==> src/rtl/alu_pkg.sv <==
// Shared definitions for the ALU operand/result sequencer: 4-bit ALU op
// codes, the sequencer state encoding, and op classification helpers.
package alu_pkg;

  localparam logic [3:0] OP_ADD  = 4'b0000;
  localparam logic [3:0] OP_SUB  = 4'b0001;
  localparam logic [3:0] OP_AND  = 4'b0010;
  localparam logic [3:0] OP_OR   = 4'b0011;
  localparam logic [3:0] OP_NEG  = 4'b0100;
  localparam logic [3:0] OP_NOT  = 4'b0101;
  localparam logic [3:0] OP_SHRA = 4'b0110;
  localparam logic [3:0] OP_MUL  = 4'b0111;
  localparam logic [3:0] OP_SHL  = 4'b1000;
  localparam logic [3:0] OP_SHR  = 4'b1001;
  localparam logic [3:0] OP_DIV  = 4'b1010;
  localparam logic [3:0] OP_ROL  = 4'b1011;
  localparam logic [3:0] OP_ROR  = 4'b1100;

  typedef enum logic [2:0] {
    IDLE,
    LOAD_B,
    EXEC,
    WB_LO,
    WB_HI
  } state_e;

  function automatic logic is_unary(input logic [3:0] op);
    return (op == OP_NEG) || (op == OP_NOT) || (op == OP_SHRA) ||
           (op == OP_SHL) || (op == OP_SHR) || (op == OP_ROL)  ||
           (op == OP_ROR);
  endfunction

  // MUL and DIV return a 64-bit result in two bus beats.
  function automatic logic is_wide(input logic [3:0] op);
    return (op == OP_MUL) || (op == OP_DIV);
  endfunction

  function automatic logic is_legal(input logic [3:0] op);
    return op <= OP_ROR;
  endfunction

endpackage

==> src/rtl/alu_seq_if.sv <==
// Bus-side handshake of the ALU sequencer.
//   start/op/bus_in         : request and operand words from the bus master
//   bus_out/bus_out_valid   : result beat, out_hi marks the Z[63:32] beat
//   busy/done/zero_flag/err : operation status
interface alu_seq_if;
  logic        start;
  logic [3:0]  op;
  logic [31:0] bus_in;
  logic [31:0] bus_out;
  logic        bus_out_valid;
  logic        out_hi;
  logic        busy;
  logic        done;
  logic        zero_flag;
  logic        err;

  modport master (
    output start, op, bus_in,
    input  bus_out, bus_out_valid, out_hi, busy, done, zero_flag, err
  );

  modport slave (
    input  start, op, bus_in,
    output bus_out, bus_out_valid, out_hi, busy, done, zero_flag, err
  );
endinterface

==> src/rtl/alu_seq.sv <==
// Multi-cycle operand/result sequencer for a combinational ALU.
// Collects A (start cycle) and B (next cycle, binary ops) from the bus,
// drives the ALU during EXEC, latches the 64-bit result into Z, then
// returns it as one beat, or LO then HI beats for MUL/DIV.
//   clk, clr        : clock, synchronous active-high reset
//   bus             : bus-side handshake (slave modport)
//   alu_a/b/ctrl    : ALU operand and control drive, zero outside EXEC
//   alu_out/zero    : ALU result and zero flag
module alu_seq
  import alu_pkg::*;
(
  input  logic        clk,
  input  logic        clr,
  alu_seq_if.slave    bus,
  output logic [31:0] alu_a,
  output logic [31:0] alu_b,
  output logic [3:0]  alu_ctrl,
  input  logic [63:0] alu_out,
  input  logic        alu_zero
);

  state_e      state_q, state_d;
  logic [3:0]  op_q, op_d;
  logic [31:0] y_q, y_d;
  logic [31:0] b_q, b_d;
  logic [63:0] z_q, z_d;
  logic        zero_q, zero_d;
  logic        err_q, err_d;

  always_ff @(posedge clk) begin
    if (clr) begin
      state_q <= IDLE;
      op_q    <= '0;
      y_q     <= '0;
      b_q     <= '0;
      z_q     <= '0;
      zero_q  <= 1'b0;
      err_q   <= 1'b0;
    end else begin
      state_q <= state_d;
      op_q    <= op_d;
      y_q     <= y_d;
      b_q     <= b_d;
      z_q     <= z_d;
      zero_q  <= zero_d;
      err_q   <= err_d;
    end
  end

  always_comb begin
    state_d           = state_q;
    op_d              = op_q;
    y_d               = y_q;
    b_d               = b_q;
    z_d               = z_q;
    zero_d            = zero_q;
    err_d             = err_q;
    alu_a             = '0;
    alu_b             = '0;
    alu_ctrl          = '0;
    bus.bus_out       = '0;
    bus.bus_out_valid = 1'b0;
    bus.out_hi        = 1'b0;
    bus.done          = 1'b0;

    unique case (state_q)
      IDLE: begin
        if (bus.start) begin
          op_d  = bus.op;
          y_d   = bus.bus_in;
          err_d = 1'b0;
          if (!is_legal(bus.op)) begin
            // Illegal op skips the ALU and returns a zero beat with err.
            z_d     = '0;
            err_d   = 1'b1;
            state_d = WB_LO;
          end else if (is_unary(bus.op)) begin
            state_d = EXEC;
          end else begin
            state_d = LOAD_B;
          end
        end
      end

      LOAD_B: begin
        b_d     = bus.bus_in;
        state_d = EXEC;
      end

      EXEC: begin
        alu_a    = y_q;
        alu_ctrl = op_q;
        alu_b    = is_unary(op_q) ? '0 : b_q;
        if ((op_q == OP_DIV) && (b_q == '0)) begin
          z_d    = '0;
          err_d  = 1'b1;
          zero_d = 1'b1;
        end else begin
          // Only MUL/DIV carry a meaningful upper word.
          z_d    = is_wide(op_q) ? alu_out : {32'h0, alu_out[31:0]};
          zero_d = alu_zero;
        end
        state_d = WB_LO;
      end

      WB_LO: begin
        bus.bus_out       = z_q[31:0];
        bus.bus_out_valid = 1'b1;
        if (is_wide(op_q)) begin
          state_d = WB_HI;
        end else begin
          bus.done = 1'b1;
          state_d  = IDLE;
        end
      end

      WB_HI: begin
        bus.bus_out       = z_q[63:32];
        bus.bus_out_valid = 1'b1;
        bus.out_hi        = 1'b1;
        bus.done          = 1'b1;
        state_d           = IDLE;
      end

      default: state_d = IDLE;
    endcase
  end

  assign bus.busy      = (state_q != IDLE);
  assign bus.zero_flag = zero_q;
  assign bus.err       = err_q;

endmodule

==> src/flat_wrapper.sv <==
// flat-port wrapper written by rule: the top's interface ports become plain ports
module alu_seq_flat import alu_pkg::*;
  (clk, clr, alu_a, alu_b, alu_ctrl, alu_out, alu_zero, bus_start, bus_op, bus_bus_in, bus_bus_out, bus_bus_out_valid, bus_out_hi, bus_busy, bus_done, bus_zero_flag, bus_err);
  alu_seq_if bus_i ();
  input  logic clk;
  input  logic clr;
  output logic [31:0] alu_a;
  output logic [31:0] alu_b;
  output logic [3:0] alu_ctrl;
  input  logic [63:0] alu_out;
  input  logic alu_zero;
  input wire logic [$bits(bus_i.start)-1:0] bus_start;
  input wire logic [$bits(bus_i.op)-1:0] bus_op;
  input wire logic [$bits(bus_i.bus_in)-1:0] bus_bus_in;
  output wire logic [$bits(bus_i.bus_out)-1:0] bus_bus_out;
  output wire logic [$bits(bus_i.bus_out_valid)-1:0] bus_bus_out_valid;
  output wire logic [$bits(bus_i.out_hi)-1:0] bus_out_hi;
  output wire logic [$bits(bus_i.busy)-1:0] bus_busy;
  output wire logic [$bits(bus_i.done)-1:0] bus_done;
  output wire logic [$bits(bus_i.zero_flag)-1:0] bus_zero_flag;
  output wire logic [$bits(bus_i.err)-1:0] bus_err;
  assign bus_i.start = bus_start;
  assign bus_i.op = bus_op;
  assign bus_i.bus_in = bus_bus_in;
  assign bus_bus_out = bus_i.bus_out;
  assign bus_bus_out_valid = bus_i.bus_out_valid;
  assign bus_out_hi = bus_i.out_hi;
  assign bus_busy = bus_i.busy;
  assign bus_done = bus_i.done;
  assign bus_zero_flag = bus_i.zero_flag;
  assign bus_err = bus_i.err;
  alu_seq u_core (.clk(clk), .clr(clr), .bus(bus_i), .alu_a(alu_a), .alu_b(alu_b), .alu_ctrl(alu_ctrl), .alu_out(alu_out), .alu_zero(alu_zero));
endmodule
==> config.mk <==
export PLATFORM = sky130hd
export DESIGN_NAME = alu_seq_flat
export DESIGN_NICKNAME = d
export VERILOG_FILES = /design/src/rtl/alu_pkg.sv /design/src/rtl/alu_seq_if.sv /design/src/rtl/alu_seq.sv /design/src/flat_wrapper.sv
export SDC_FILE = /design/constraint.sdc
export NUM_CORES = 1
export LEC_CHECK = 0
export BUFFER_PORTS_ARGS = -buffer_cell sky130_fd_sc_hd__buf_2
export CAP_MARGIN = 10
export CORE_UTILIZATION = 49
export DETAILED_ROUTE_END_ITERATION = 6
export PLACE_DENSITY = 0.79
export SYNTH_ARGS = -nofsm -noshare
export SYNTH_HDL_FRONTEND = slang
export SYNTH_SLANG_ARGS = --single-unit
==> constraint.sdc <==
create_clock -name clk -period 2.5 [get_ports clk]
set_input_delay 0.5 -clock clk [delete_from_list [all_inputs] [get_ports clk]]
set_output_delay 0.5 -clock clk [all_outputs]
set_load 0.02 [all_outputs]
==> qor.yml <==
power:
  power_frac_seq_pct: 42.6
  power_leakage_nw: 3.431
  p_sw_share_pct: 26.31
  power.density_nw_per_um2: 737.9
  ir_drop_uv: 522.6
  clockPowerShare_pct: 45.1
  finalPower_mw: 5.509
  power_switching_mw: 1.449
  p_int_mw: 4.060
  comb_power_share_pct: 12.3
cells_and_area:
  fillCellCount: 978
  post-route-util_pct: 65.38
  fin_area_um2: 7466
  multiInputGateArea_um2: 2734
  synthToLayoutAreaGrowth_pct: 30.57
  seq_area_um2: 2743
  num_antenna_cells: 0
  drive_above_1_share_pct: 31.62
  fin_nets: 948
global_routing:
  grt_antenna_before_repair: 0
  grt_max_degree: 65
  grtUsageTotal_pct: 28.14
  grt_pass1_vias: 5454
  grt_pass1_wl_mm: 25.96
  grt-ovfl-total: 0
timing:
  layout_setup_ws_ns: 0.1165
  finalSetupViolations: 0
  fmax_ghz: 0.4196
  finalMaxSlewViolations: 0
  worstMarginPinSlew_ns: 0.7081
  period_needed_ns: 2.383
  grt_setup_unrepaired: "true"
  min_period_over_period_pct: 95.34
  slew-limit-headroom_pct: 52.80
  clock_skew_ns: 0.008292
  hold_viol_final: 0
  fin_tns_setup_ns: 0
routing:
  dr_total_vias: 5787
  drc: 0
  antenna_left: 0
  via_per_inst: 5.787
  routed_wl_mm: 17.06
  wl_per_cell_um: 17.06
  dr.pass1.iters: 5
  drt_iter0_drc: 518
yosys:
  synth_nets: 763
  synth-edff-count: 0
  yosysTopAreaCell: "dfxtp_1"
  synth_top_area_share_pct: 47.96
  async_reset_ff_share_pct: 0
  yosysSeqAreaShare_pct: 47.96
  ys_types: 36
  syn_inst: 659
  syn_area_um2: 5718
  synth_flop_cell: "dfxtp_1"
  ys_warn_count: 0
  syn_avg_cell_area_um2: 8.677
  ys_ff_latch: 137
  netlist_top_cells_area: "dfxtp_1 (48%), a22o_1 (9.8%), nand2_1 (9.3%), a21oi_1 (6.4%), o2bb2ai_1 (4.9%)"
critical_path:
  crit_required_ns: 2.00
  cp-start-kind: "flop"
  crit_fanout: 35
  cp-end-kind: "output port"
  crit_type: "flop to output port"
  crit_path_frequent_cell: "buf_6"
  slowest_stage: "dfxtp_1"
  cp_cell_sequence: "buf_6, nor3b_2, buf_6, a22o_1, buf_2"
  crit_arrival_ns: 1.88
  max_stage_delay_ns: 0.38
clock_tree:
  cts_root_buf: "clkbuf_16"
  clkTransAtPathRegs_ns: 0.06
  post_cts_buffers: 0
  clockBufferDepth: 2
  cts_sinks: 137
  clk_latency_ns: 0.42
  cts_tree: "done"
  h-tree-depth: 4
  cts_buffers: 17
placement:
  post-dp-hpwl_mm: 11.44
  post-place-ws_ns: 0.2090
  gp_congestion: 0.9067
  io_buffers: 209
  placed_area_um2: 6860
floorplanning:
  rows: 39
  die_h_um: 110.0
  initial_core_util_pct: 50.08
  coreArea_um2: 11420
  num_io_pins: 210
  die_w_um: 110.0
  die_area_um2: 12110
hold_path:
  min_path_type: "input pin to flop"
run:
  drv_cap: 0
outcome:
  outcome: "complete, no violations"
through the flow:
stage | hold WS [ns] | std cells
after global routing | 0.2813 | 1000
after floorplan | 0.4321 | 659
final | 0.2886 | 1000
after detailed placement | 0.4436 | 968
after CTS | 0.2719 | 1000
after global placement | 0.4377 | 968
worst paths after layout:
check / cells past startpoint / slack [ns] / end / startpoint
worst min register to register: 2 / 0.45 / u_core.y_q[31] / u_core.y_q[31]
worst max-delay path: 5 / 0.12 / bus_bus_out[11] / u_core.state_q[1]
worst min-delay path: 2 / 0.29 / u_core.z_q[4] / alu_out[4]
worst max register to register: 4 / 0.41 / u_core.z_q[3] / u_core.b_q[7]
cells in the final DEF, fill, tap and decap left out, drive strengths merged, types with 3 or more instances in the layout:
cell	instances
nor3	3
clkinvlp	3
nand4	33
o2bb2ai	32
nor2	5
clkinv	5
dfxtp	137
inv	4
and3	37
buf	227
a22o	64
and2	34
nor4	9
nand3b	3
nand2	141
a21oi	73
clkbuf	21
logic make-up after synthesis:
logic type	share of synthesized area (%)
flops	47.96
mux	0.3501
compound gates	23.17
simple gates	23.81
buf+inv	4.705
power groups by stage:
stage / clock, mW / combinational, mW / sequential (mW)
3_5_place_dp: 0 / 0.666 / 2.39
2_1_floorplan: 0 / 0.413 / 2.37
5_1_grt: 2.62 / 0.740 / 2.36
4_1_cts: 2.52 / 0.670 / 2.35
6_report: 2.49 / 0.676 / 2.35
3_3_place_gp: 0 / 0.649 / 2.38
synthesized netlist by cell type (all sizes together) (5+ instances only):
cell type and instances:
and3 37, dfxtp 137, a21oi 73, nor2 5, o2bb2ai 32, a22o 64, buf 20, clkbuf 41
nand2 141, and2 34, nand4 33, nor4 9
area by class of cell:
type / count / area share [%]
multi-input combinational: 458 / 36.62
timing repair buffer: 227 / 16.19
tap: 143 / 2.397
sequential: 137 / 36.74
clock inverter: 11 / 1.609
inverter: 3 / 0.1508
clock buffer: 21 / 6.301
worst max-delay path: cells and delay by family (launching register included):
family / cells / cell delay [ns]
simple gates: 1 / 0.18
buf+inv: 3 / 0.67
flops: 1 / 0.38
compound gates: 1 / 0.23
sequential cells by signal (all words and copies together) (netlist names):
signal / flops
u_core.op_q: 4
u_core.bus.err: 1
u_core.state_q: 3
u_core.y_q: 32
u_core.z_q: 64
u_core.bus.zero_flag: 1
u_core.b_q: 32
repair_timing:
action                     CTS  global route
setup endpoints to repair    8            65
resized for setup            1             3
hold buffers                 0             0
layer usage:
layer | part of all wire, % | up-vias | track usage, %
met3 | 8.1 | 27 | 8.289
met1 | 40 | 2759 | 33.19
li1 | - | 2739 | -
met4 | 2.1 | 0 | 13.52
met5 | 0 | - | 0
met2 | 50 | 262 | 46.74
Power figures use the tool's default switching activity.
